==> src/rtl/z_core_pkg.sv <==
// Shared types for the instruction/data memory arbiter.
// Holds the FSM state encoding, the owner encoding and the burst-length width.
package z_core_pkg;

    localparam int LEN_W = 4;

    typedef enum logic [1:0] {
        ST_IDLE  = 2'd0,
        ST_ISSUE = 2'd1,
        ST_WAIT  = 2'd2
    } state_e;

    typedef enum logic {
        OWN_I = 1'b0,
        OWN_D = 1'b1
    } owner_e;

endpackage

==> src/rtl/z_core_mem_arbiter_if.sv <==
// Bus bundle between prefetcher, LSU, arbiter and the AXI master.
// slave: arbiter view (takes i_/d_ requests, drives m_ commands); master: environment view.
interface z_core_mem_arbiter_if
    import z_core_pkg::*;
#(
    parameter int ADDR_W = 32,
    parameter int DATA_W = 32
) ();
    localparam int STRB_W = DATA_W / 8;

    logic              i_req_valid;
    logic              i_req_ready;
    logic [ADDR_W-1:0] i_req_addr;
    logic [LEN_W-1:0]  i_req_len;
    logic              i_flush;
    logic              i_rsp_valid;
    logic              i_rsp_last;

    logic              d_req_valid;
    logic              d_req_ready;
    logic [ADDR_W-1:0] d_req_addr;
    logic              d_req_we;
    logic [DATA_W-1:0] d_req_wdata;
    logic [STRB_W-1:0] d_req_wstrb;
    logic              d_rsp_valid;

    logic [DATA_W-1:0] rsp_data;
    logic              rsp_err;

    logic              m_req_valid;
    logic              m_req_ready;
    logic [ADDR_W-1:0] m_req_addr;
    logic              m_req_we;
    logic [DATA_W-1:0] m_req_wdata;
    logic [STRB_W-1:0] m_req_wstrb;
    logic [LEN_W-1:0]  m_req_len;
    logic              m_rsp_valid;
    logic [DATA_W-1:0] m_rsp_data;
    logic              m_rsp_last;
    logic              m_rsp_err;

    modport slave (
        input  i_req_valid, i_req_addr, i_req_len, i_flush,
        output i_req_ready, i_rsp_valid, i_rsp_last,
        input  d_req_valid, d_req_addr, d_req_we, d_req_wdata, d_req_wstrb,
        output d_req_ready, d_rsp_valid,
        output rsp_data, rsp_err,
        output m_req_valid, m_req_addr, m_req_we, m_req_wdata,
        output m_req_wstrb, m_req_len,
        input  m_req_ready, m_rsp_valid, m_rsp_data, m_rsp_last, m_rsp_err
    );

    modport master (
        output i_req_valid, i_req_addr, i_req_len, i_flush,
        input  i_req_ready, i_rsp_valid, i_rsp_last,
        output d_req_valid, d_req_addr, d_req_we, d_req_wdata, d_req_wstrb,
        input  d_req_ready, d_rsp_valid,
        input  rsp_data, rsp_err,
        input  m_req_valid, m_req_addr, m_req_we, m_req_wdata,
        input  m_req_wstrb, m_req_len,
        output m_req_ready, m_rsp_valid, m_rsp_data, m_rsp_last, m_rsp_err
    );

endinterface

==> src/rtl/z_core_rr_arb2.sv <==
// Two-way round-robin picker: req[0]=I, req[1]=D, last = 1 when D was served last.
// Ports: req (requests), last (previous winner), gnt (one-hot grant or zero).
module z_core_rr_arb2 (
    input  logic [1:0] req,
    input  logic       last,
    output logic [1:0] gnt
);

    // On contention the requester that did not win last time gets the slot.
    always_comb begin
        gnt = req;
        if (req == 2'b11) begin
            gnt = last ? 2'b01 : 2'b10;
        end
    end

endmodule

==> src/rtl/z_core_mem_arbiter.sv <==
// Shares one AXI master between the instruction prefetcher and the LSU.
// Ports: clk, rstn (async active-low) and bus (slave modport with all request/response lines).
module z_core_mem_arbiter
    import z_core_pkg::*;
#(
    parameter int ADDR_W = 32,
    parameter int DATA_W = 32
) (
    input logic                 clk,
    input logic                 rstn,
    z_core_mem_arbiter_if.slave bus
);
    localparam int STRB_W = DATA_W / 8;

    state_e            state_q, state_d;
    owner_e            owner_q, owner_d;
    owner_e            last_owner_q, last_owner_d;
    logic              drop_q, drop_d;
    logic [ADDR_W-1:0] addr_q, addr_d;
    logic [LEN_W-1:0]  len_q, len_d;
    logic              we_q, we_d;
    logic [DATA_W-1:0] wdata_q, wdata_d;
    logic [STRB_W-1:0] wstrb_q, wstrb_d;

    logic [1:0]        cand;
    logic [1:0]        gnt;
    logic              i_rdy, d_rdy, m_vld;
    logic              i_vld, i_lst, d_vld;
    logic [DATA_W-1:0] r_data;
    logic              r_err;

    assign cand = {bus.d_req_valid, bus.i_req_valid & ~bus.i_flush};

    z_core_rr_arb2 u_rr (
        .req  (cand),
        .last (last_owner_q == OWN_D),
        .gnt  (gnt)
    );

    always_comb begin
        state_d      = state_q;
        owner_d      = owner_q;
        last_owner_d = last_owner_q;
        drop_d       = drop_q;
        addr_d       = addr_q;
        len_d        = len_q;
        we_d         = we_q;
        wdata_d      = wdata_q;
        wstrb_d      = wstrb_q;
        i_rdy        = 1'b0;
        d_rdy        = 1'b0;
        m_vld        = 1'b0;
        i_vld        = 1'b0;
        i_lst        = 1'b0;
        d_vld        = 1'b0;
        r_data       = '0;
        r_err        = 1'b0;

        unique case (state_q)
            ST_IDLE: begin
                drop_d = 1'b0;
                if (gnt[1]) begin
                    d_rdy   = 1'b1;
                    state_d = ST_ISSUE;
                    owner_d = OWN_D;
                    addr_d  = bus.d_req_addr;
                    len_d   = '0;
                    we_d    = bus.d_req_we;
                    wdata_d = bus.d_req_wdata;
                    wstrb_d = bus.d_req_wstrb;
                end else if (gnt[0]) begin
                    i_rdy   = 1'b1;
                    state_d = ST_ISSUE;
                    owner_d = OWN_I;
                    addr_d  = bus.i_req_addr;
                    len_d   = bus.i_req_len;
                    we_d    = 1'b0;
                    wdata_d = '0;
                    wstrb_d = '0;
                end
            end
            ST_ISSUE: begin
                m_vld = 1'b1;
                if (owner_q == OWN_I && bus.i_flush) drop_d = 1'b1;
                if (bus.m_req_ready) state_d = ST_WAIT;
            end
            ST_WAIT: begin
                if (owner_q == OWN_I && bus.i_flush) drop_d = 1'b1;
                if (bus.m_rsp_valid) begin
                    // A flush in the same cycle already suppresses this beat.
                    if (owner_q == OWN_I) begin
                        i_vld = ~drop_q & ~bus.i_flush;
                        i_lst = i_vld & bus.m_rsp_last;
                    end else begin
                        d_vld = 1'b1;
                    end
                    if (i_vld | d_vld) begin
                        r_data = bus.m_rsp_data;
                        r_err  = bus.m_rsp_err;
                    end
                    if (bus.m_rsp_last) begin
                        state_d      = ST_IDLE;
                        last_owner_d = owner_q;
                        drop_d       = 1'b0;
                    end
                end
            end
            default: state_d = ST_IDLE;
        endcase
    end

    always_ff @(posedge clk or negedge rstn) begin
        if (!rstn) begin
            state_q      <= ST_IDLE;
            owner_q      <= OWN_I;
            last_owner_q <= OWN_I;
            drop_q       <= 1'b0;
            addr_q       <= '0;
            len_q        <= '0;
            we_q         <= 1'b0;
            wdata_q      <= '0;
            wstrb_q      <= '0;
        end else begin
            state_q      <= state_d;
            owner_q      <= owner_d;
            last_owner_q <= last_owner_d;
            drop_q       <= drop_d;
            addr_q       <= addr_d;
            len_q        <= len_d;
            we_q         <= we_d;
            wdata_q      <= wdata_d;
            wstrb_q      <= wstrb_d;
        end
    end

    // Readies are combinational from live inputs, so gate them while in reset.
    assign bus.i_req_ready = i_rdy & rstn;
    assign bus.d_req_ready = d_rdy & rstn;
    assign bus.i_rsp_valid = i_vld;
    assign bus.i_rsp_last  = i_lst;
    assign bus.d_rsp_valid = d_vld;
    assign bus.rsp_data    = r_data;
    assign bus.rsp_err     = r_err;
    assign bus.m_req_valid = m_vld;
    assign bus.m_req_addr  = addr_q;
    assign bus.m_req_len   = len_q;
    assign bus.m_req_we    = we_q;
    assign bus.m_req_wdata = wdata_q;
    assign bus.m_req_wstrb = wstrb_q;

endmodule

==> src/flat_wrapper.sv <==
// flat-port wrapper written by rule: the top's interface ports become plain ports
module z_core_mem_arbiter_flat import z_core_pkg::*;
#(
    parameter int ADDR_W = 32,
    parameter int DATA_W = 32
)
  (clk, rstn, bus_i_req_valid, bus_i_req_addr, bus_i_req_len, bus_i_flush, bus_i_req_ready, bus_i_rsp_valid, bus_i_rsp_last, bus_d_req_valid, bus_d_req_addr, bus_d_req_we, bus_d_req_wdata, bus_d_req_wstrb, bus_d_req_ready, bus_d_rsp_valid, bus_rsp_data, bus_rsp_err, bus_m_req_valid, bus_m_req_addr, bus_m_req_we, bus_m_req_wdata, bus_m_req_wstrb, bus_m_req_len, bus_m_req_ready, bus_m_rsp_valid, bus_m_rsp_data, bus_m_rsp_last, bus_m_rsp_err);
  z_core_mem_arbiter_if #(.ADDR_W(ADDR_W), .DATA_W(DATA_W)) bus_i ();
  input logic clk;
  input logic rstn;
  input wire logic [$bits(bus_i.i_req_valid)-1:0] bus_i_req_valid;
  input wire logic [$bits(bus_i.i_req_addr)-1:0] bus_i_req_addr;
  input wire logic [$bits(bus_i.i_req_len)-1:0] bus_i_req_len;
  input wire logic [$bits(bus_i.i_flush)-1:0] bus_i_flush;
  output wire logic [$bits(bus_i.i_req_ready)-1:0] bus_i_req_ready;
  output wire logic [$bits(bus_i.i_rsp_valid)-1:0] bus_i_rsp_valid;
  output wire logic [$bits(bus_i.i_rsp_last)-1:0] bus_i_rsp_last;
  input wire logic [$bits(bus_i.d_req_valid)-1:0] bus_d_req_valid;
  input wire logic [$bits(bus_i.d_req_addr)-1:0] bus_d_req_addr;
  input wire logic [$bits(bus_i.d_req_we)-1:0] bus_d_req_we;
  input wire logic [$bits(bus_i.d_req_wdata)-1:0] bus_d_req_wdata;
  input wire logic [$bits(bus_i.d_req_wstrb)-1:0] bus_d_req_wstrb;
  output wire logic [$bits(bus_i.d_req_ready)-1:0] bus_d_req_ready;
  output wire logic [$bits(bus_i.d_rsp_valid)-1:0] bus_d_rsp_valid;
  output wire logic [$bits(bus_i.rsp_data)-1:0] bus_rsp_data;
  output wire logic [$bits(bus_i.rsp_err)-1:0] bus_rsp_err;
  output wire logic [$bits(bus_i.m_req_valid)-1:0] bus_m_req_valid;
  output wire logic [$bits(bus_i.m_req_addr)-1:0] bus_m_req_addr;
  output wire logic [$bits(bus_i.m_req_we)-1:0] bus_m_req_we;
  output wire logic [$bits(bus_i.m_req_wdata)-1:0] bus_m_req_wdata;
  output wire logic [$bits(bus_i.m_req_wstrb)-1:0] bus_m_req_wstrb;
  output wire logic [$bits(bus_i.m_req_len)-1:0] bus_m_req_len;
  input wire logic [$bits(bus_i.m_req_ready)-1:0] bus_m_req_ready;
  input wire logic [$bits(bus_i.m_rsp_valid)-1:0] bus_m_rsp_valid;
  input wire logic [$bits(bus_i.m_rsp_data)-1:0] bus_m_rsp_data;
  input wire logic [$bits(bus_i.m_rsp_last)-1:0] bus_m_rsp_last;
  input wire logic [$bits(bus_i.m_rsp_err)-1:0] bus_m_rsp_err;
  assign bus_i.i_req_valid = bus_i_req_valid;
  assign bus_i.i_req_addr = bus_i_req_addr;
  assign bus_i.i_req_len = bus_i_req_len;
  assign bus_i.i_flush = bus_i_flush;
  assign bus_i_req_ready = bus_i.i_req_ready;
  assign bus_i_rsp_valid = bus_i.i_rsp_valid;
  assign bus_i_rsp_last = bus_i.i_rsp_last;
  assign bus_i.d_req_valid = bus_d_req_valid;
  assign bus_i.d_req_addr = bus_d_req_addr;
  assign bus_i.d_req_we = bus_d_req_we;
  assign bus_i.d_req_wdata = bus_d_req_wdata;
  assign bus_i.d_req_wstrb = bus_d_req_wstrb;
  assign bus_d_req_ready = bus_i.d_req_ready;
  assign bus_d_rsp_valid = bus_i.d_rsp_valid;
  assign bus_rsp_data = bus_i.rsp_data;
  assign bus_rsp_err = bus_i.rsp_err;
  assign bus_m_req_valid = bus_i.m_req_valid;
  assign bus_m_req_addr = bus_i.m_req_addr;
  assign bus_m_req_we = bus_i.m_req_we;
  assign bus_m_req_wdata = bus_i.m_req_wdata;
  assign bus_m_req_wstrb = bus_i.m_req_wstrb;
  assign bus_m_req_len = bus_i.m_req_len;
  assign bus_i.m_req_ready = bus_m_req_ready;
  assign bus_i.m_rsp_valid = bus_m_rsp_valid;
  assign bus_i.m_rsp_data = bus_m_rsp_data;
  assign bus_i.m_rsp_last = bus_m_rsp_last;
  assign bus_i.m_rsp_err = bus_m_rsp_err;
  z_core_mem_arbiter #(.ADDR_W(ADDR_W), .DATA_W(DATA_W)) u_core (.clk(clk), .rstn(rstn), .bus(bus_i));
endmodule
==> config.mk <==
export PLATFORM = sky130hd
export DESIGN_NAME = z_core_mem_arbiter_flat
export DESIGN_NICKNAME = d
export VERILOG_FILES = /design/src/rtl/z_core_pkg.sv /design/src/rtl/z_core_mem_arbiter_if.sv /design/src/rtl/z_core_rr_arb2.sv /design/src/rtl/z_core_mem_arbiter.sv /design/src/flat_wrapper.sv
export SDC_FILE = /design/constraint.sdc
export NUM_CORES = 1
export LEC_CHECK = 0
export CORE_ASPECT_RATIO = 0.7
export CORE_MARGIN = 10
export CORE_UTILIZATION = 35
export CTS_CLUSTER_DIAMETER = 30
export DETAILED_ROUTE_END_ITERATION = 10
export GPL_TIMING_DRIVEN = 0
export PLACE_DENSITY = 0.82
export SLEW_MARGIN = 20
export SYNTH_ARGS = -nofsm -noshare
export SYNTH_HDL_FRONTEND = slang
export SYNTH_SLANG_ARGS = --single-unit
==> constraint.sdc <==
create_clock -name clk -period 2.3 [get_ports clk]
set_input_delay 0.575 -clock clk [delete_from_list [all_inputs] [get_ports clk]]
set_output_delay 0.575 -clock clk [all_outputs]
set_load 0.01 [all_outputs]
# Word-level counts from Yosys, hierarchy flattened
# Index checks and enable logic that the tools add are counted.
# W data, S select, Z words.
dict set report word_totals {
  regBits 78
  input_bits 146
  output_inout_bits 112
  elab_cells 80
}
dict set report classes {
  eq_ne 7
  muxes 48
  bitwise_logic 9
  n_reduce_logical 7
}
# cell count
set op_table {}
lappend op_table {{$mux W32} 7}
lappend op_table {{$mux W1} 28}
lappend op_table {{$mux W4} 4}
lappend op_table {{$mux W2} 7}
lappend op_table {{$ne A2 B2 Y1 const B} 3}
lappend op_table {{$pmux W2 S3} 1}
lappend op_table {{$and A1 B1 Y1} 5}
lappend op_table {{$eq A2 B2 Y1 const B} 2}
lappend op_table {{$reduce_and A4 Y1} 1}
lappend op_table {{$ne A3 B1 Y1 const B} 1}
lappend op_table {{$not A1 Y1} 3}
lappend op_table {{$pmux W1 S3} 1}
lappend op_table {{$reduce_and A3 Y1} 1}
lappend op_table {{$reduce_bool A3 Y1} 1}
lappend op_table {{$eq A2 B1 Y1 const B} 1}
lappend op_table {{$logic_not A2 Y1} 1}
lappend op_table {{$reduce_and A2 Y1} 1}
lappend op_table {{$reduce_bool A2 Y1} 1}
lappend op_table {{$logic_and A1 B1 Y1} 1}
lappend op_table {{$or A1 B1 Y1} 1}

# Logic depth before layout (Yosys ltp)
# Gate-level depths: netlist (run 1).
dict set report logic_depth {
  ltp_word 9
  depth_mapped 7
  mapped_depth_nobuf 5
}

# Cells and area by module
# Synthesis (run 1) repeated with hierarchy kept, for this count alone.
dict set report unflattened {
  cells_unflattened 321
  area_unflattened_um2 3607.2
}
# mod instances cells_each area_each_um2 seq_area_each_um2
set modules_own_cells {}
lappend modules_own_cells {z_core_mem_arbiter 1 318 3588.4 1951.9}
lappend modules_own_cells {z_core_rr_arb2 1 3 18.8 0.0}

# Worst setup path before layout (run 1)
# Ideal clock, no wire load.
dict set report synth_path {
  path_kind {reg2out}
  start {register u_core.state_q[0]}
  end {output bus_i_req_ready}
  t_arrival_ns 1.465
  required_ns 1.725
  slack_ns 0.260
  path_stages_with_launch 7
  path_buffers 2
  path_cell_list {dfrtp_1 inv_1 ha_1 buf_2 clkbuf_1 nand2_1 nor3_1}
}
dict set report synth_via {
  elab_chain_len 3
}
# element line
set synth_lines {}
lappend synth_lines {{from (decl)} z_core_mem_arbiter.sv:15} ;# state_e state_q, state_d;
lappend synth_lines {{from (signal assigned)} z_core_mem_arbiter.sv:124} ;# state_q <= state_d;
lappend synth_lines {{$logic_not A2 Y1} z_core_mem_arbiter.sv:59} ;# unique case (state_q)
lappend synth_lines {{$mux W1} z_core_mem_arbiter.sv:59}
lappend synth_lines {{$and A1 B1 Y1} z_core_mem_arbiter.sv:137} ;# assign bus.i_req_ready = i_rdy & rstn;
lappend synth_lines {{to (decl)} flat_wrapper.sv:15} ;# output wire logic [$bits(bus_i.i_req_ready)-1:0] bus_i_req_ready;
# No other way between the ends.

# Worst setup path in the final report (run 1)
dict set report layout_path {
  start {register u_core.state_q[0]}
  end {output bus_rsp_data[16]}
}
dict set report layout_via {
  elab_chain_len 2
}
# element line
set layout_lines {}
lappend layout_lines {{$eq A2 B2 Y1} z_core_mem_arbiter.sv:59}
lappend layout_lines {{$mux W32} z_core_mem_arbiter.sv:59}
lappend layout_lines {{to (decl)} flat_wrapper.sv:25} ;# output wire logic [$bits(bus_i.rsp_data)-1:0] bus_rsp_data;
# No other way between the ends.

==> results.txt, run 1 <==
The aggregate negative setup slack came out at 0 ns. The area occupied by registers is 1950 sq um. The die boundary height is 104 microns.

The flow ran to the end, and the final reports show no timing, DRC or antenna violations. The initial DRC count came out at 226. Row generation in the floorplan step produced 30 rows. STA classifies the critical path endpoint as a primary output. The clock period minus worst slack is 2.23 ns.

For this run, the detailed router's first-pass iteration total came to 4. The sequential share of the synthesized area came out at 54.9%. In the synthesized netlist, the cells that appear most often are 78 x dfrtp_1, 41 x a22o_1, 36 x nand2_1. Setup violations remaining at the end of the flow were counted as 0. The full die area came out at 14700 sq um. The latest clock arrival within the worst-skew pair is 0.32 ns. The cell leakage power is 2.96 nW.

The power per cell area is 1160 nW/um^2. The total overflow left after global routing is 0. For the pin with the worst max-slew slack, the measured transition is 0.579 ns. The average wire per standard cell came out at 21.1 microns. The worst clock skew came out at 0.00368 ns. Once detail routing completed, the nets flagged for antenna violations numbered 0. The post-route fraction of the period consumed by the critical path came out at 96.9%. STA puts the critical path data arrival time at 1.65 ns. The count of hold buffers inserted by post-cts repair came out at 0. The number of inserted filler cells in the final layout is 722. The total number of nets in the final design came out at 744. Summed over all instances, the cell type with the most area after synthesis is dfrtp_1. The largest fanout on the critical path is 10. Setup repair after global routing could not meet its margin everywhere. The number of global-route vias before repair came to 4115.

The most frequently used cell type in the post-synthesis netlist is dfrtp_1. Detailed routing inserted a total of 3709 vias. The net count after synthesis is 469.

The kind of start point of the critical path is a register. The final count of pins violating max slew is 0. The pre-CTS setup slack is -0.942 ns. Synthesis produced a netlist whose cell count is 318. Global routing used 19.7% of the available tracks. The final wirelength came out at 15.3 mm.

The buffer levels on the longest clock path came out at 2. The worst-case IR drop observed on VDD is 0.000477 V. Entering global routing, the biggest net connects 49 pins. Clock-pin slew was measured on the worst setup and hold paths at 0.06 ns.

The number of enable-type register cells in the synthesized netlist came out at 0. The clock tree root driver cell is clkbuf_16. The path type of the worst setup path is reg -> out. The initial standard-cell utilization of the core came out at 36.3%. The worst max-slew margin expressed relative to the limit is 61.3%.

The worst stage delay on the critical path is 0.39 ns. The ratio of cells with drive above 1 in the final layout is 16.7%. The total of buffers placed on input and output ports is 257. The signal on the critical path passes through inv_2 > ha_4 > nand2_4 > nor2_4 > buf_6 > clkbuf_8 > and2_4 > buf_2.

Across the run, the number of max-cap violations was 0. The number of I/O pins is 258. The library cell contributing the largest single delay on the critical path is dfrtp_1. The number of antenna violations at the first check in global routing is 0. The timing-limited maximum frequency is 449 MHz.

TritonCTS built the clock tree. The final count of hold timing violations came to 0. The slack of the critical path came out at 0.0717 ns. After synthesis, the cell types taking the most area are dfrtp_1 55%, a22o_1 10%, a221o_1 9.3%. The area growth from synthesis to layout came out at 87.5%. STA puts the critical path data required time at 1.73 ns.

The placeable core region is 9800 sq um. The total number of H-tree levels is 3. The Yosys step of the flow raised 0 warnings. The proportion of synthesized flip-flops having asynchronous set or reset came out at 100%. The remaining routing DRC violations came out at 0. The clock net in this run drives a total of 78 sinks. The overall die width came out at 140 microns.

The most used flip-flop cell after synthesis is dfrtp_1. The antenna diode count is 0. The class of the tightest hold or removal check is in -> async.

The via count normalized by instance count came out at 5.11. The post-synthesis area per instance came out at 11.2 sq um. The global-route wire length before repair is 23.3 mm.

The synthesized design devotes to its leading area cell type 54.9% of total area. The area of the multi-input gates came out at 1490 sq um. Synthesis instantiated 30 different standard cells from the library. The number of buffers created by CTS is 9. The final estimated routing congestion in global placement came out at 0.880. The HPWL after detailed placement is 12.3 mm. The register bit total from synthesis is 78. The area of the mapped netlist is 3550 sq um.
==> flip-flops by register name, summed over array words and instances (netlist names) <==
| name | cells |
|---|---|
| u_core.bus.m_req_we | 1 |
| u_core.bus.m_req_addr | 32 |
| u_core.last_owner_q | 1 |
| u_core.state_q | 2 |
| u_core.bus.m_req_wstrb | 4 |
| u_core.bus.m_req_wdata | 32 |
| u_core.owner_q | 1 |
| u_core.bus.m_req_len | 4 |
| u_core.drop_q | 1 |
==> timing repair <==
item / in CTS / in global routing
setup endpoints to repair: 38 / 36
pin swaps: 1 / 0
cloned: 0 / 1
setup buffers: 8 / 0
resized for setup: 158 / 26
endpoints found under the hold margin: 0 / 0
==> path summary, 6_finish.rpt <==
path	from	endpoint	slack [ns]	depth (start not counted)
max	u_core.state_q[0]	bus_rsp_data[16]	0.07	8
min	rstn	u_core.bus.m_req_addr[27]	0.14	1
max reg2reg	u_core.state_q[0]	u_core.bus.m_req_addr[6]	0.24	9
min reg2reg	u_core.bus.m_req_wdata[30]	u_core.bus.m_req_wdata[30]	0.50	1
max in group asynchronous	rstn	u_core.bus.m_req_wstrb[0]	1.66	2
min in group clk	u_core.bus.m_req_wdata[30]	u_core.bus.m_req_wdata[30]	0.50	1
==> final cells by class <==
class	count	area share, %
Sequential cell	78	29.3
Multi-Input combinational cell	207	22.3
Clock buffer	9	3.38
Buffer	27	2.76
Clock inverter	7	1.16
Inverter	3	0.169
Timing Repair Buffer	267	38.5
Tap cell	128	2.40
==> cells by family after synthesis <==
| logic type | synth area share [%] |
|---|---|
| and+or+nand+nor | 16.4 |
| DFF | 54.9 |
| buffers and inverters | 4.79 |
| AOI/OAI and AO/OA | 21.5 |
| adders and majority gates | 1.76 |
| muxes | 0.634 |
==> critical path, delay by kind of cell (launching register included) <==
family                   cells  cell delay [ns]
AND/OR/NAND/NOR              3             0.31
buffers and inverters        4             0.47
adder cells (fa/ha/maj)      1             0.17
flip-flops                   1             0.39
==> power by group <==
part	leakage (nW)	total (W)	switching, W	internal (W)
clock	0.153	0.00144	0.000580	0.000856
sequential	0.981	0.00238	0.000385	0.00200
combinational	1.83	0.00389	0.00169	0.00219
total	2.96	0.00771	0.00266	0.00505
==> cell usage in the layout (no fill, tap or decap), types with 2 or more instances in the layout <==
cell,n
and2_1,29
clkinv_2,2
buf_2,39
clkbuf_16,10
dfrtp_1,78
inv_2,2
nand3_1,3
a221o_1,33
clkdlybuf4s50_1,214
ha_1,4
a22o_1,41
nand2_1,35
a21oi_1,5
inv_6,3
and2_4,5
clkbuf_1,3
buf_4,11
clkdlybuf4s15_1,2
clkbuf_8,3
dlygate4sd2_1,5
nor3_1,33
buf_6,13
nor2b_1,2
==> per-layer routing <==
metal  wire (microns)  track usage, %
met2             7770            34.6
met3             1430            7.66
met5                0               0
met1             5900            21.7
met4              186            4.56
==> per-stage QoR <==
stage | util [%] | instances | hold WS (ns) | area, sq um | power (W)
2_1_floorplan | - | 318 | 0.279 | 3550 | 0.00407
3_3_place_gp | 64.2 | 703 | 0.485 | 6290 | 0.00605
3_5_place_dp | 64.4 | 704 | 0.491 | 6310 | 0.00618
4_1_cts | 67.3 | 725 | 0.132 | 6600 | 0.00773
5_1_grt | 68.0 | 726 | 0.147 | 6670 | 0.00815
6_report | 68.0 | 726 | 0.137 | 6670 | 0.00771
Note: power is estimated with default switching activity, not from simulation.
==> run 2: changes to the inputs <==
--- a/config.mk
+++ b/config.mk
@@ -12,6 +12,7 @@
 export DETAILED_ROUTE_END_ITERATION = 10
 export GPL_TIMING_DRIVEN = 0
 export PLACE_DENSITY = 0.82
+export SETUP_SLACK_MARGIN = 0.02
 export SLEW_MARGIN = 20
 export SYNTH_ARGS = -nofsm -noshare
 export SYNTH_HDL_FRONTEND = slang
==> results.txt, run 2 (synthesis results as in run 1) <==
The site row count came out at 30 (unchanged). The share of total power in combinational logic is 50.6% (+0.2 points). The initial standard-cell utilization of the core is 36.3% (unchanged).

The tightest min-delay check is of the in -> async type. The total number of H-tree levels came out at 3 (unchanged). The switching portion of total power is 34.5% (about the same). The total congestion overflow after global routing is 0 (unchanged). The final estimated routing congestion in global placement came to 0.880 (unchanged). The timing-limited maximum frequency came out at 452 MHz (+0.66%). The startpoint identified for the worst register-to-register timing path is u_core.state_q[0]. The cell leakage power came out at 2.97 nW (+0.26%). STA classifies the critical path endpoint as a primary output. The root buffer cell chosen for the clock tree is clkbuf_16. The largest fanout on the critical path came out at 10 (unchanged). The average wire per standard cell is 21.1 microns (+0.27%). The placeable core region is 9800 sq um (unchanged). The number of buffers created by CTS is 9 (unchanged). The cell family contributing the most delay on the critical path is buffers and inverters. The die boundary height came out at 104 microns (unchanged). The via count normalized by instance count came out at 5.12 (+0.27%).

The post-route fraction of the period consumed by the critical path is 96.2% (-0.63 points). The run finished with clean final reports. The initial DRC count is 205 (-9.3%).

Setup repair after global routing could not meet its margin everywhere. In this run the worst setup path begins at u_core.state_q[0]. The number of buffers and inverters on the critical path is 4 (unchanged). The clock tree from TritonCTS is yes. The number of nets with antenna violations after detailed routing came out at 0 (unchanged). The final count of pins violating max slew came out at 0 (unchanged). The switching power was 0.00267 W (+0.32%). The capturing point of the worst reg2reg path is u_core.bus.m_req_addr[6]. The relative contribution of the clock network to total power came to 18.5% (about the same). The aggregate global-route resource usage came out at 19.7% (about the same). The total of buffers placed on input and output ports is 257 (unchanged).

The largest individual stage delay along the critical path comes from the cell dfrtp_1. The reg-to-reg setup timing slack is 0.23 ns (about the same). The global-route wire length before repair came out at 23.3 mm (about the same).

The endpoint required time on the critical path is 1.73 ns (about the same). The final count of hold timing violations came out at 0 (unchanged). The internal power consumption came out at 0.00507 W (+0.39%). The library cells used most frequently in the layout, excluding fill and tap cells, are 214 x clkdlybuf4s50_1, 78 x dfrtp_1, 41 x a22o_1.

The part of the total power dissipated in sequential elements came to 30.8% (about the same). The slew at the pin closest to its max-slew limit is 0.572 ns (-0.00746 ns). The number of I/O pins came out at 258 (unchanged).

The detailed placement HPWL was 12.3 mm (unchanged). The power per cell area came to 1150 nW/um^2 (-0.25%). The antenna diode count is 0 (unchanged). The number of cells on the critical path came out at 8 (unchanged).

The worst setup path is launched from a register. The area occupied by registers is 1950 sq um (unchanged). The path type of the worst setup path is reg -> out.

The number of antenna violations at the first check in global routing is 0 (unchanged). The clock period minus worst slack was 2.21 ns (-0.0146 ns). The most common cell after layout, fill and taps aside is clkdlybuf4s50_1. The number of global-route vias before repair is 4110 (-0.12%). The pin count of the biggest net entering global routing came out at 49 (unchanged). The final setup violation count is 0 (unchanged). The number of inserted filler cells in the final layout is 716 (-0.83%). The maximum resistive drop on vdd is 0.000477 V (+0.12%). The number of sinks handled by clock tree synthesis is 78 (unchanged). The max-capacitance violation count came out at 0 (unchanged). The CTS clock-pin slew for the worst setup and hold paths came out at 0.06 ns (about the same). The number of iterations in the first detailed-routing pass is 5 (+1).

The area growth from synthesis to layout came out at 88.7%. The ratio of cells with drive above 1 in the final layout was 17.9% (+1.2 points). The worst stage delay on the critical path came to 0.39 ns (about the same). The overall die width came out at 140 microns (unchanged). The area of the multi-input gates is 1500 sq um (+0.84%).

The buffer levels on the longest clock path came out at 2 (unchanged). The pre-CTS setup slack is -0.942 ns (unchanged). The arrival time at the worst endpoint is 1.64 ns (about the same).

The via count of the routed design was 3719 (+0.27%). Walking the worst path, the cells encountered are inv_2 > ha_4 > nand2_4 > nor2_4 > buf_6 > buf_8 > and2_4 > buf_2. The slack of the critical path is 0.0863 ns (+0.0146 ns).

The full die area came out at 14700 sq um (unchanged). The worst slack on hold paths came out at 0.136 ns (-0.000687 ns). The latest clock arrival within the worst-skew pair was 0.33 ns (about the same). The remaining routing DRC violations was 0 (unchanged). The count of hold buffers inserted by post-cts repair was 0 (unchanged). The worst max-slew margin expressed relative to the limit is 61.8% (+0.50 points).

The number of cell instances on the worst register-to-register path is 9 (unchanged). The worst clock skew came to 0.00372 ns (+0.0000397 ns). The total number of nets in the final design came out at 744 (unchanged). The final wirelength is 15.3 mm (+0.27%).
-- run 2: how the worst max path moves through the flow --
| stage | slack [ns] | endpoint |
|---|---|---|
| 2_1_floorplan | 0.26 | bus_i_req_ready |
| 3_3_place_gp | -2.95 | bus_d_req_ready |
| 3_5_place_dp | -0.94 | bus_rsp_data[13] |
| 4_1_cts | 0.003 | bus_rsp_data[8] |
| 5_1_grt | -0.007 | bus_rsp_data[14] |
| 6_report | 0.09 | bus_rsp_data[15] |
-- run 2: cell type report --
cell class | instances | share of cell area, %
timing repair buffer | 267 | 38.7
sequential | 78 | 29.1
multi-input combinational | 207 | 22.4
clock buffer | 9 | 3.36
buffer | 27 | 2.80
tap | 128 | 2.39
clock inverter | 7 | 1.16
inverter | 3 | 0.168
-- run 2: per-stage QoR --
stage               instance area [sq um]  setup TNS, ns  util (%)  std cells  total power [W]
floorplan                            3550              0         -        318          0.00407
global route                         6710       -0.00833      68.5        726          0.00818
global placement                     6290        -199.58      64.2        703          0.00605
CTS                                  6580              0      67.2        725          0.00773
finish                               6710              0      68.5        726          0.00773
detailed placement                   6310         -31.22      64.4        704          0.00618
-- run 2: per-layer routing --
layer	global-route usage (%)	wire [microns]
met5	0	0
met4	4.56	162
met3	7.71	1370
met2	34.6	7780
met1	21.7	6010
-- run 2: power groups by stage --
stage / clock [W] / combinational [W] / sequential [W]
after floorplan: 0 / 0.00145 / 0.00262
after global placement: 0 / 0.00370 / 0.00235
after detailed placement: 0 / 0.00379 / 0.00239
after CTS: 0.00147 / 0.00390 / 0.00237
after global routing: 0.00154 / 0.00419 / 0.00245
final: 0.00143 / 0.00391 / 0.00238
-- run 2: timing repair --
action | in CTS | in global routing
setup endpoints to repair | 38 | 62
pin swaps | 1 | 0
resized for setup | 162 | 42
buffers inserted | 8 | 0
cloned | 0 | 1
==> run 3: changes to the inputs <==
--- a/config.mk
+++ b/config.mk
@@ -5,7 +5,6 @@
 export SDC_FILE = /design/constraint.sdc
 export NUM_CORES = 1
 export LEC_CHECK = 0
-export CORE_ASPECT_RATIO = 0.7
 export CORE_MARGIN = 10
 export CORE_UTILIZATION = 35
 export CTS_CLUSTER_DIAMETER = 30
==> results.txt, run 3 (synthesis results as in run 1) <==
The capturing point of the worst reg2reg path is u_core.bus.m_req_addr[12]. TritonCTS built the clock tree. The remaining routing DRC violations came out at 0 (unchanged). The buffer levels on the longest clock path is 2 (unchanged). The antenna diode count came out at 0 (unchanged). The final wirelength was 15.3 mm (+0.12%). The initial DRC count came out at 325 (+59%). The global-route wire length before repair came out at 22.9 mm (-1.7%). The pre-CTS setup slack was -0.948 ns (-0.00643 ns).

The number of iterations in the first detailed-routing pass was 4 (-1). The critical path is of the reg -> out type. The CTS clock-pin slew for the worst setup and hold paths came out at 0.08 ns (+0.02 ns). The number of buffers created by CTS was 9 (unchanged). The number of antenna violations at the first check in global routing was 0 (unchanged). The count of hold buffers inserted by post-cts repair was 0 (unchanged). Setup repair after global routing could not meet its margin everywhere. The largest fanout on the critical path was 5 (-5). The site row count came to 36 (+20%). The reg-to-reg setup timing slack is 0.24 ns (about the same). STA classifies the critical path startpoint as a register. The utilization after layout came to 68.3% (-0.12 points). The checks that failed: setup timing. The via count normalized by instance count came out at 5.13 (+0.22%).

The via count of the routed design came out at 3758 (+1.0%). The maximum resistive drop on vdd came out at 0.000416 V (-13%). The top cell types in the final layout, fill and taps aside, are 214 x clkdlybuf4s50_1, 77 x dfrtp_1, 41 x a22o_1.

The instance count after placement with tap cells included is 709 (+0.71%). The total number of nets in the final design came out at 745 (+0.13%). The cell sitting at the root of the clock tree is a clkbuf_8. The placeable core region came out at 9820 sq um (+0.23%).

The overall die width came out at 121 microns (-14%). The number of cell instances on the worst register-to-register path was 9 (unchanged). Walking the worst path, the cells encountered are inv_2 > ha_4 > nand2_8 > nor2_4 > buf_8 > and2_1 > buf_2. The initial standard-cell utilization of the core is 36.2% (-0.083 points). The arrival time at the worst endpoint is 1.74 ns (+0.10 ns). The post-layout instance count excluding filler cells came to 732 (+0.83%). The max-capacitance violation count came out at 0 (unchanged). The worst clock skew is 0.0163 ns (+0.0125 ns). The aggregate negative setup slack is -0.0381 ns (-0.0381 ns). The number of global-route vias before repair is 4172 (+1.5%). The aggregate global-route resource usage came out at 19.9% (+0.21 points).

The worst stage delay on the critical path is 0.39 ns (about the same). The pin count of the biggest net entering global routing came out at 46 (-6.1%). The worst slack on hold paths came out at 0.0759 ns (-0.0605 ns).

The final count of pins violating max slew is 0 (unchanged). The final count of hold timing violations is 0 (unchanged). The area growth from synthesis to layout is 88.8% (about the same). The critical path capture point type is a primary output. The library cell contributing the largest single delay on the critical path is dfrtp_1. The detailed placement HPWL was 12.0 mm (-2.2%). The latest clock arrival within the worst-skew pair is 0.36 ns (+0.03 ns). The total congestion overflow after global routing came out at 0 (unchanged). The number of sinks handled by clock tree synthesis came out at 78 (unchanged). The total of buffers placed on input and output ports came out at 257 (unchanged). The number of I/O pins came to 258 (unchanged).

The endpoint required time on the critical path is 1.73 ns (about the same). The flow ran to the end, but the final reports show violations. The number of nets with antenna violations after detailed routing came out at 0 (unchanged).

The ratio of cells with drive above 1 in the final layout is 20.5% (+2.6 points). The cell leakage power is 2.92 nW (-1.7%). The slack of the critical path is -0.0147 ns (-0.101 ns). The full die area is 14600 sq um (-0.44%). The clock period minus worst slack came out at 2.31 ns (+0.101 ns). The average wire per standard cell is 21.0 microns (-0.70%).

The most common cell after layout, fill and taps aside is clkdlybuf4s50_1. The power per cell area is 1090 nW/um^2 (-5.2%). The startpoint identified for the worst register-to-register timing path is u_core.state_q[0].

The die boundary height is 121 microns (+16%). The final setup violation count came out at 6 (+6). The class of the tightest hold or removal check is in -> async. The total number of H-tree levels was 3 (unchanged). The timing-limited maximum frequency came out at 432 MHz (-4.4%). The slew at the pin closest to its max-slew limit came out at 0.574 ns (+0.00247 ns).

The final estimated routing congestion in global placement is 0.799 (-9.1%). The post-route fraction of the period consumed by the critical path is 101% (+4.4 points). The worst max-slew margin expressed relative to the limit is 61.6% (-0.16 points).
## run 3: cell type report
type | count | area [sq um]
Tap cell | 133 | 166
Fill cell | 770 | 3110
Buffer | 27 | 185
Timing Repair Buffer | 267 | 2650
Clock buffer | 10 | 138
Sequential cell | 78 | 1950
Multi-Input combinational cell | 208 | 1570
Clock inverter | 6 | 45.0
Inverter | 3 | 11.3
## run 3: how the worst max path moves through the flow
stage                            startpoint               end  slack, ns  cells after the start
after floorplan           u_core.state_q[0]   bus_i_req_ready       0.26                      6
after global placement                 rstn   bus_d_req_ready      -3.04                      4
after detailed placement        bus_i_flush  bus_rsp_data[14]      -0.95                      6
after CTS                 u_core.state_q[0]  bus_rsp_data[30]      -0.06                      7
after global routing      u_core.state_q[0]  bus_rsp_data[28]      -0.09                      7
final                     u_core.state_q[0]  bus_rsp_data[22]      -0.01                      7
## run 3: repair_timing
item                                    in CTS  in global routing
resized for setup                          151                 89
endpoints found under the hold margin        0                  0
endpoints found under the setup margin      39                 36
cloned                                       4                  0
buffers inserted                             6                  0
pin swaps                                    1                 26
## run 3: metrics by stage
stage,total power (W),area (sq um)
3_5_place_dp,0.00618,6310
3_3_place_gp,0.00605,6290
4_1_cts,0.00730,6560
5_1_grt,0.00777,6710
6_report,0.00734,6710
2_1_floorplan,0.00407,3550
## run 3: metal layers
metal / track usage (%) / up-vias / routed length [microns] / part of all wire (%)
met1: 20.5 / 1828 / 5450 / 36
met2: 35.4 / 181 / 8080 / 53
li1: - / 1725 / - / -
met3: 7.40 / 24 / 1440 / 9.4
met5: 0 / - / 0 / 0
met4: 8.60 / 0 / 366 / 2.4
## run 3: power breakdown
group	switching (W)	internal, W	total (W)	leakage (nW)
clock	0.000538	0.000427	0.000965	0.0966
combinational	0.00174	0.00226	0.00400	1.84
sequential	0.000381	0.00200	0.00238	0.980
## run 3: worst max-delay path: cells and delay by family, from the launching register on
| family | cells | cell delay (ns) |
|---|---|---|
| buffers and inverters | 3 | 0.36 |
| adder cells (fa/ha/maj) | 1 | 0.17 |
| AND/OR/NAND/NOR | 3 | 0.45 |
| flip-flops | 1 | 0.39 |
